[config.mk]
export PLATFORM = sky130hd
export DESIGN_NAME = clk_step_ctrl
export DESIGN_NICKNAME = d
export VERILOG_FILES = /design/src/rtl/clk_step_ctrl.sv
export SDC_FILE = /design/constraint.sdc
export NUM_CORES = 1
export LEC_CHECK = 0
export ABC_AREA = 0
export BUFFER_PORTS_ARGS = -buffer_cell sky130_fd_sc_hd__buf_2
export CELL_PAD_IN_SITES_DETAIL_PLACEMENT = 1
export CELL_PAD_IN_SITES_GLOBAL_PLACEMENT = 2
export CORE_MARGIN = 2
export CORE_UTILIZATION = 43
export CTS_CLUSTER_SIZE = 20
export DETAILED_ROUTE_END_ITERATION = 10
export GPL_TIMING_DRIVEN = 0
export PLACE_DENSITY_LB_ADDON = 0.1
export SLEW_MARGIN = 20
export SYNTH_ARGS = -nofsm -noshare
export SYNTH_HDL_FRONTEND = slang
export SYNTH_SLANG_ARGS = --single-unit
[constraint.sdc]
create_clock -name mclk -period 3.1 [get_ports mclk]
set_input_delay 0.62 -clock mclk [delete_from_list [all_inputs] [get_ports mclk]]
set_output_delay 0.62 -clock mclk [all_outputs]
set_load 0.005 [all_outputs]
[src/rtl/clk_step_ctrl.sv]
// clk_step_ctrl
//   Clock-enable sequencer for the MIPS register-file board design. A
//   free-running prescaler feeds a selectable rate source, and a small FSM
//   issues one-mclk-cycle tick enables in halt, free-run or single-step
//   mode. Downstream logic stays on mclk and qualifies with tick; no derived
//   clock leaves this block.
//
// Ports
//   mclk      in   system clock, all logic on the rising edge
//   clr_n     in   asynchronous active-low reset
//   mode      in   00 halt, 01/11 run, 10 single step
//   rate_sel  in   0..2 pick prescaler bit RATE0/1/2_BIT, 3 = every cycle
//   step_btn  in   raw asynchronous push-button, active-high
//   tick      out  one-cycle clock-enable pulse (registered)
//   tick_cnt  out  count of issued ticks, wraps
//   state     out  FSM encoding for LEDs / debug
//   btn_db    out  debounced button level
module clk_step_ctrl #(
  parameter int CNT_W      = 28,
  parameter int RATE0_BIT  = 24,
  parameter int RATE1_BIT  = 18,
  parameter int RATE2_BIT  = 16,
  parameter int DEB_CYCLES = 250000,
  parameter int TCNT_W     = 16
) (
  input  logic              mclk,
  input  logic              clr_n,
  input  logic [1:0]        mode,
  input  logic [1:0]        rate_sel,
  input  logic              step_btn,
  output logic              tick,
  output logic [TCNT_W-1:0] tick_cnt,
  output logic [2:0]        state,
  output logic              btn_db
);

  localparam int DEB_W = (DEB_CYCLES > 2) ? $clog2(DEB_CYCLES) : 1;

  typedef enum logic [2:0] {
    HALT      = 3'd0,
    RUN       = 3'd1,
    STEP_ARM  = 3'd2,
    STEP_FIRE = 3'd3,
    STEP_HOLD = 3'd4
  } state_t;

  state_t           st;
  logic [CNT_W-1:0] q;
  logic [1:0]       rate_sel_q;
  logic             src_prev;
  logic             src_bit;
  logic             rate_chg;
  logic             src_ev;
  logic             btn_s1, btn_s2;
  logic [DEB_W-1:0] deb_cnt;
  logic             btn_db_q;
  logic             press;

  // Prescaler bits above the slowest tap are intentionally unobserved.
  logic unused_q;
  assign unused_q = ^q;

  // Rate tap selection. Rate 3 does not use a tap; the edge detector is
  // simply bypassed.
  // NOTE: every combinational output gets a default first so no path can
  // leave it unassigned and infer a latch.
  always_comb begin
    src_bit = 1'b0;
    case (rate_sel)
      2'd0:    src_bit = q[RATE0_BIT];
      2'd1:    src_bit = q[RATE1_BIT];
      2'd2:    src_bit = q[RATE2_BIT];
      default: src_bit = 1'b0;
    endcase
  end

  // A rate change suppresses the event for one cycle so the new tap's
  // current level is never mistaken for a rising edge.
  assign rate_chg = (rate_sel != rate_sel_q);
  assign src_ev   = !rate_chg && ((rate_sel == 2'd3) || (src_bit && !src_prev));

  // Prescaler and rate-edge detector.
  // NOTE: sequential state uses non-blocking assignments only, so every
  // flop samples pre-edge values regardless of statement order.
  always_ff @(posedge mclk or negedge clr_n) begin
    if (!clr_n) begin
      q          <= '0;
      src_prev   <= 1'b0;
      rate_sel_q <= 2'd0;
    end else begin
      q          <= q + CNT_W'(1);
      src_prev   <= src_bit;
      rate_sel_q <= rate_sel;
    end
  end

  // Button: 2-FF synchroniser, level debouncer, rising-edge press pulse.
  always_ff @(posedge mclk or negedge clr_n) begin
    if (!clr_n) begin
      btn_s1   <= 1'b0;
      btn_s2   <= 1'b0;
      deb_cnt  <= '0;
      btn_db   <= 1'b0;
      btn_db_q <= 1'b0;
      press    <= 1'b0;
    end else begin
      btn_s1   <= step_btn;
      btn_s2   <= btn_s1;
      btn_db_q <= btn_db;
      press    <= btn_db && !btn_db_q;
      if (btn_s2 == btn_db) begin
        deb_cnt <= '0;
      end else if (deb_cnt == DEB_W'(DEB_CYCLES - 1)) begin
        btn_db  <= btn_s2;
        deb_cnt <= '0;
      end else begin
        deb_cnt <= deb_cnt + DEB_W'(1);
      end
    end
  end

  // Mode FSM with registered tick and tick counter. Mode decoding comes
  // first so a mode change wins over any step transition in the same cycle.
  always_ff @(posedge mclk or negedge clr_n) begin
    if (!clr_n) begin
      st       <= HALT;
      tick     <= 1'b0;
      tick_cnt <= '0;
    end else begin
      // mode[0] is re-checked so the cycle that leaves run never ticks.
      tick     <= ((st == RUN) && src_ev && mode[0]) || (st == STEP_FIRE);
      tick_cnt <= tick_cnt + TCNT_W'(tick);
      if (mode == 2'b00) begin
        st <= HALT;
      end else if (mode[0]) begin
        st <= RUN;
      end else begin
        case (st)
          HALT, RUN: st <= btn_db ? STEP_HOLD : STEP_ARM; // held button never fires
          STEP_ARM:  if (press) st <= STEP_FIRE;
          STEP_FIRE: st <= STEP_HOLD;
          STEP_HOLD: if (!btn_db) st <= STEP_ARM;
          default:   st <= HALT;
        endcase
      end
    end
  end

  assign state = st;

endmodule

# == Yosys cells after proc, flatten, opt, wreduce, memory -nomap -nowiden ==
# Index checks and enable logic that the tools add are counted.
# classes
n_addsub,3
eq_ne,12
n_mux,9
bitwise_logic,1
reduce_logical,16
# op_table
cell,n
$mux W18,2
$add A28 B1 Y28 const B,1
$add A18 B1 Y18 const B,1
$eq A18 B18 Y1 const B,1
$add A16 B1 Y16,1
$mux W3,5
$pmux W3 S4,1
$ne A4 B4 Y1 const B,2
$eq A3 B2 Y1 const B,2
$logic_and A1 B1 Y1,5
$eq A2 B2 Y1 const B,2
$logic_not A2 Y1,2
$reduce_and A2 Y1,2
$eq A3 B1 Y1 const B,1
$eq A3 B3 Y1 const B,1
$logic_not A1 Y1,3
$logic_not A3 Y1,1
$pmux W1 S3,1
$eq A2 B1 Y1 const B,1
$logic_or A1 B1 Y1,2
$ne A2 B2 Y1,1
$reduce_or A2 Y1,1
$eq A1 B1 Y1,1
$not A1 Y1,1
# totals
ff_bits,74
in_bits,7
output_inout_bits,21
wordCells,53

# == Depth between registers and ports, before layout ==
# Gate-level depths: netlist (run 1).
# logic_depth
depth_word,8
ltp_mapped,6
ltp_nobuf,5

# == Worst setup path after synthesis (run 1) ==
# No wires, ideal clock.
# synth_path
kind,register to register
from,register deb_cnt[10]
to,register deb_cnt[10]
setup_time_ns,0.119
arrival_time_ns,1.605
path_slack_ns,1.376
stages_incl_launch_ff,6
n_path_buf,1
cell_sequence,dfrtp_1 -> nor4_2 -> nand2_1 -> o41ai_4 -> buf_6 -> nor2_2
# synth_via
elab_chain_len,3
elab_cells_between_ends,4
cone_classes,1 x add/sub; 1 x eq/ne; 2 x mux
# synth_lines
item,line,rtl
from (decl),55,logic [DEB_W-1:0] deb_cnt;
from (signal assigned),117,deb_cnt <= deb_cnt + DEB_W'(1);
$add A18 B1 Y18 or $eq A18 B18 Y1 (tied branches),"117, 113",
$mux W18 *,113,end else if (deb_cnt == DEB_W'(DEB_CYCLES - 1)) begin
$mux W18 *,111,if (btn_s2 == btn_db) begin
# Mark *: on every way between the ends. The rest lies on a longest branch, timed or not.
# A chain may end at the register's enable or synchronous reset.

# == Final worst setup path (run 1) ==
# layout_path
from,register deb_cnt[10]
to,register deb_cnt[12]
# The elaborated chain is that of the path after synthesis.

==> flow_summary.toml, run 1 <==
[power]
power_uw = 1940
p_per_area_nw_per_um2 = 525
switching_share_pct = 23.4
p_comb_share_pct = 5.6
p_sw_uw = 454
pwr-share-clk_pct = 42.7
power_leakage_uw = 0.00167
p_int_uw = 1480
pwr-share-seq_pct = 51.7
ir_drop_mv = 0.281

[detailed_routing]
first_pass_iters = 4
ant_nets = 0
via_count = 2158
first_iter_violations = 30
viasPerCell = 5.15
totalWireLength_um = 6020
drc = 0
wl_per_cell_um = 14.4

[synth]
synth_cell_types = 39
synth_nets = 287
synthesis.area_sq_um = 3190
yosys-mux-area-fraction_pct = 0.667
synthArstFlopShare_pct = 100
ys_seq_area_share_pct = 55.7
synth-compound-area-share_pct = 2.67
synthTopCellsByCount = "71 x dfrtp_1, 41 x xnor2_1, 23 x nand2_1"
syn_inst = 276
synthAdderAreaFrac_pct = 1.57
synth_top_family_by_area = "simple AND/OR/NAND/NOR gates"
synth_xor_area_share_pct = 15.1
synth-seq-cells = 71
synthSimpleGateAreaFrac_pct = 22.6
netlist_top_cells_area = "dfrtp_1 56%, xnor2_1 11%, xor2_1 3.8%"
synth_ff_type = "dfrtp_1"
avgSynthCellArea_sq_um = 11.6
synth.most_common_cell = "dfrtp_1"
yosys.area.top_type = "dfrtp_1"
synth_top_area_share_pct = 55.7
synth_edf_count = 0
ys_warn_count = 0

[cts]
cts_made_buffers = 9
path_clk_slew_ns = 0.08
postCtsResizedCells = 0
ctsHoldBuffers = 0
h-tree-depth = 3
clockRootBuffer = "clkbuf_8"
postCtsSetupBuffers = 0
clock_sinks = 71
tritoncts = "built"
clk_latency_ns = 0.34
clockBufferDepth = 2

[critical_path]
r2r-start = "deb_cnt[10]$_DFF_PN0_"
cp_slowest_cell = "o41ai_4"
critical_path.cell_chain = "nor4_2, nand2_1, o41ai_4, buf_6, nor2_2"
crit_required_ns = 3.33
start_kind = "register"
cp-end-kind = "register"
r2r_cells = 5
cp_top_family = "compound AO/OA/AOI/OAI gates"
max_stage_delay_ns = 0.67
cp_num_buf_inv = 1
rrSetupSlack_ns = 1.07
crit_arrival_ns = 2.26
worstReg2RegEnd = "deb_cnt[12]$_DFF_PN0_"
crit_fanout = 10
crit_type = "reg2reg"

[floorplan]
coreArea_sq_um = 7210
dieArea_sq_um = 8120
initial_core_util_pct = 44.2
chipWidth_um = 90.1
die_h_um = 90.1
ioPinCount = 28
rows = 31

[timing]
rsz0062_at_grt = "no"
finalSetupTns_ns = 0
fin_crit_ns = 2.03
timing.slew.headroom_pct = 58.4
max_slew.worst_pin.slew_ns = 0.619
hold_violations = 0
drv_slew = 0
fin_skew_ns = 0.00741
period_share_pct = 65.5
max_freq_ghz = 0.492
setup_viol = 0

[layout]
instances_no_fill = 419
drive_gt1_share_pct = 20.3
area_growth_pct = 15.8
antenna_cells = 0
final_nets = 326

[global_routing]
grt_pass1_vias = 2207
met1_usage_pct = 22.3
grtUsageMet3_pct = 4.36
grt_pass1_wl_um = 10700
grt_busiest_layer = "met2"
grt_max_degree = 37
grt_util_all_layers_pct = 16.3
antenna_found_initial = 0
use_met2_pct = 25.6
grt_overflow = 0

[flow_run]
maxCapViolCount = 0

[placed_design]
portBuffers = 27
place_inst = 403
dpl.hpwl_um = 4260
place_congestion = 0.700

[outcome]
status = "finished clean"

[worst_hold_path]
hold_path.class = "in2async"
==> per-stage QoR <==
step,cell area (sq um),setup slack [ns],hold WS (ns),utilization [%]
after floorplan,3190,1.38,0.324,-
after global routing,3690,0.913,0.246,51.2
final,3690,1.07,0.227,51.2
after global placement,3450,0.971,0.333,47.8
after CTS,3690,1.02,0.238,51.2
after detailed placement,3470,1.06,0.336,48.1
==> final cells by class <==
class	count	area, sq um
clock buffer	10	138
timing repair buffer	28	158
tap	99	124
inverter	7	26.3
sequential	71	1780
buffer	3	26.3
clock inverter	6	83.8
fill	813	3520
multi-input combinational	195	1360
==> layer usage <==
metal | vias up | share of wire (%) | wire [um]
met3 | 8 | 2.8 | 169
met4 | 0 | 1.1 | 66
met1 | 1095 | 48 | 2860
li1 | 1032 | - | -
met5 | - | 0 | 0
met2 | 23 | 49 | 2920
==> flip-flops by register name, summed over array words and instances, names as in the netlist <==
register    cells
state           3
rate_sel_q      2
tick_cnt       16
btn_db          1
q              25
btn_s1          1
src_prev        1
btn_s2          1
press           1
tick            1
deb_cnt        18
btn_db_q        1
==> worst max-delay path by stage <==
stage | start | end | slack, ns | cells after the start
finish | deb_cnt[10]$_DFF_PN0_ | deb_cnt[12]$_DFF_PN0_ | 1.07 | 5
global route | deb_cnt[10]$_DFF_PN0_ | deb_cnt[14]$_DFF_PN0_ | 0.91 | 5
detailed placement | deb_cnt[10]$_DFF_PN0_ | deb_cnt[12]$_DFF_PN0_ | 1.06 | 5
CTS | deb_cnt[10]$_DFF_PN0_ | deb_cnt[12]$_DFF_PN0_ | 1.02 | 5
global placement | clr_n | state[0]$_DFFE_PN0P_ | 0.97 | 1
floorplan | deb_cnt[10]$_DFF_PN0_ | deb_cnt[10]$_DFF_PN0_ | 1.38 | 5
==> power groups by stage <==
stage | sequential, uW | clock [uW] | combinational [uW]
3_3_place_gp | 1020 | 0 | 105
6_report | 1000 | 827 | 108
3_5_place_dp | 1020 | 0 | 112
5_1_grt | 1010 | 890 | 124
2_1_floorplan | 1010 | 0 | 41.2
4_1_cts | 1000 | 847 | 113
==> cell families after synthesis <==
logic type	after synthesis
compound gates	10
xor+xnor	55
fa+ha+maj	4
buf+inv	10
flops	71
mux	2
simple gates	124
==> cell usage in the layout, fill, tap and decap left out, types with 2 or more instances in the layout <==
cell	Yosys	final
nand3_1	22	22
ha_1	4	4
nor3b_1	2	2
nor2_1	16	16
a21oi_1	3	3
nor4_2	2	2
clkinv_2	0	3
xor2_1	14	14
xnor2_1	41	41
clkbuf_8	0	10
nor4_1	8	8
and4_1	4	4
buf_6	2	2
nor3_1	6	6
dfrtp_1	71	71
nand2_1	23	23
nand4_1	13	13
bufinv_16	0	2
nor2b_1	3	3
inv_1	7	7
and3_1	4	4
buf_2	0	26
nor2_2	10	10
o21ai_0	2	2
Note: power is estimated with default switching activity, not from simulation.
==> run 2: changes to the inputs <==
ABC_AREA = 1   (was 0)
CORE_UTILIZATION = 36   (was 43)
clock period = 2.1 ns   (was 3.1 ns; I/O delays follow)
==> flow_summary.toml, run 2 <==
[layout]
regMostFlops = "q"
largestRegisters = "q (25), deb_cnt (18), tick_cnt (16)"
area_growth_pct = 17.3
register_area_sq_um = 1780
final_area_sq_um = 4140
drive_gt1_share_pct = 14.2
final_common_cell = "nand2_1"
largest_reg_flops = 25
multiInputGateArea_sq_um = 1580
antenna_cells = 0
final_cell_mix = "100 x nand2_1, 71 x dfrtp_1, 67 x nor2_1"
n_fill_cell = 1192
final_nets = 463

[critical_path]
cp_top_family = "simple AND/OR/NAND/NOR gates"
cp_num_buf_inv = 0
cp_slowest_cell = "dfrtp_1"
critical_path.cell_chain = "ha_1, nand2_1, nor2_1, nand2_1, nor2_1, nand2_1, nand2_2, nor2_1"
cp-end-kind = "register"
crit_required_ns = 2.33
crit_type = "reg2reg"
crit_arrival_ns = 1.88
start_kind = "register"
max_stage_delay_ns = 0.39
crit_fanout = 7

[floorplan]
ioPinCount = 28
rows = 36
initial_core_util_pct = 36.6
dieArea_sq_um = 10600
die_h_um = 103
chipWidth_um = 103
coreArea_sq_um = 9640

[power]
ir_drop_mv = 0.409
p_per_area_nw_per_um2 = 756
power_leakage_uw = 0.00190

[timing]
drv_slew = 0
max_slew.worst_pin.slew_ns = 0.483
max_freq_ghz = 0.606
finalSetupTns_ns = 0
hold_violations = 0
fin_hold_ws_ns = 0.204
period_share_pct = 78.6
rsz0062_at_grt = "no"
fin_crit_ns = 1.65
timing.slew.headroom_pct = 67.6
setup_viol = 0
fin_skew_ns = 0.0115

[synth]
synthTopCellsByCount = "100 x nand2_1, 71 x dfrtp_1, 67 x nor2_1"
syn_inst = 412
synth_ff_type = "dfrtp_1"
synth_nets = 423
yosys.area.top_type = "dfrtp_1"
synth_top_family_by_area = "simple AND/OR/NAND/NOR gates"
synth_edf_count = 0
synth-seq-cells = 71
synth_top_area_share_pct = 50.4
ys_warn_count = 0
ys_seq_area_share_pct = 50.4
yosys-mux-area-fraction_pct = 0
synth_cell_types = 28
netlist_top_cells_area = "dfrtp_1 50%, nand2_1 11%, xor2_1 7.2%"
synthAdderAreaFrac_pct = 1.42
synth_xor_area_share_pct = 10.4
synthSimpleGateAreaFrac_pct = 31.0
synth-compound-area-share_pct = 1.95
avgSynthCellArea_sq_um = 8.56
synthesis.area_sq_um = 3530
synthArstFlopShare_pct = 100
synth.most_common_cell = "nand2_1"

[detailed_routing]
ant_nets = 0
viasPerCell = 4.62
totalWireLength_um = 7810
first_iter_violations = 49
drc = 0
wl_per_cell_um = 13.2
first_pass_iters = 4
via_count = 2728

[cts]
postCtsResizedCells = 0
clk_latency_ns = 0.34
h-tree-depth = 3
clockRootBuffer = "clkbuf_8"
postCtsSetupBuffers = 0
cts_made_buffers = 9
path_clk_slew_ns = 0.08
ctsHoldBuffers = 1
tritoncts = "built"
clock_sinks = 71
clockBufferDepth = 2

[placed_design]
dpl.hpwl_um = 6000
portBuffers = 27
postPlaceCellArea_sq_um = 3860
place_congestion = 0.831

[flow_run]
maxCapViolCount = 0

[worst_hold_path]
hold_path.class = "in2reg"

[global_routing]
grt_overflow = 0
grt_max_degree = 46
antenna_found_initial = 0
grt_pass1_wl_um = 13200
grt_pass1_vias = 2770
grt_util_all_layers_pct = 16.4

[outcome]
status = "finished clean"
run 2: cell types whose count changed in the layout (fill, tap and decap cells not counted), moves of 4 or more:
| cell | change |
|---|---|
| nand2_1 | +77 |
| nor2_1 | +51 |
| inv_1 | +36 |
| xnor2_1 | -28 |
| xor2_1 | +15 |
| nor4_1 | -8 |
| nor3_1 | +5 |
| and3_1 | -4 |
| and4_1 | -4 |
| nor2_2 | -4 |
run 2: kinds of logic after synthesis:
logic type,after synthesis
xor+xnor,42
buf+inv,45
fa+ha+maj,4
simple gates,238
flops,71
compound gates,12
run 2: worst paths after layout:
path / start / endpoint / slack [ns] / depth (start not counted)
max: deb_cnt[0]$_DFF_PN0_ / deb_cnt[12]$_DFF_PN0_ / 0.45 / 8
min in group asynchronous: clr_n / deb_cnt[7]$_DFF_PN0_ / 0.53 / 2
min reg2reg: btn_s1$_DFF_PN0_ / btn_s2$_DFF_PN0_ / 0.35 / 0
max reg2reg: deb_cnt[0]$_DFF_PN0_ / deb_cnt[12]$_DFF_PN0_ / 0.45 / 8
max in group asynchronous: clr_n / q[19]$_DFF_PN0_ / 1.02 / 3
min: step_btn / btn_s1$_DFF_PN0_ / 0.20 / 1
run 2: metal layers:
| layer | up-vias | routed length (um) | track usage (%) |
|---|---|---|---|
| met3 | 10 | 195 | 4.88 |
| met2 | 26 | 3720 | 25.4 |
| met4 | 0 | 134 | 5.87 |
| met5 | - | 0 | 0 |
| li1 | 1367 | - | - |
| met1 | 1325 | 3760 | 21.8 |
run 2: worst reg2reg max path: cells and delay by family (launching register included):
kind                     cells  cell delay [ns]
flip-flops                   1             0.39
AND/OR/NAND/NOR              7             0.94
adder cells (fa/ha/maj)      1             0.21
run 2: report_power, final:
group          total [uW]  leakage [uW]  switching, uW  internal [uW]
Sequential           1480      0.000954           52.6           1420
Combinational         176      0.000808           98.5           77.6
Clock                1480      0.000134            531            945
run 2: final cells by class:
class | count | share of cell area [%]
Buffer | 1 | 0.121
Clock buffer | 11 | 3.42
Clock inverter | 5 | 3.11
Inverter | 44 | 3.99
Multi-Input combinational cell | 296 | 38.2
Sequential cell | 71 | 42.9
Tap cell | 133 | 4.02
Timing Repair Buffer | 29 | 4.23
run 2: stage by stage:
stage	instances	power, uW	utilization [%]	setup slack, ns
after global placement	572	1670	39.7	0.136
after floorplan	412	1570	-	0.706
after global routing	590	3300	42.9	0.319
after detailed placement	573	1690	40.0	0.431
final	590	3130	42.9	0.449
after CTS	590	3200	42.9	0.411
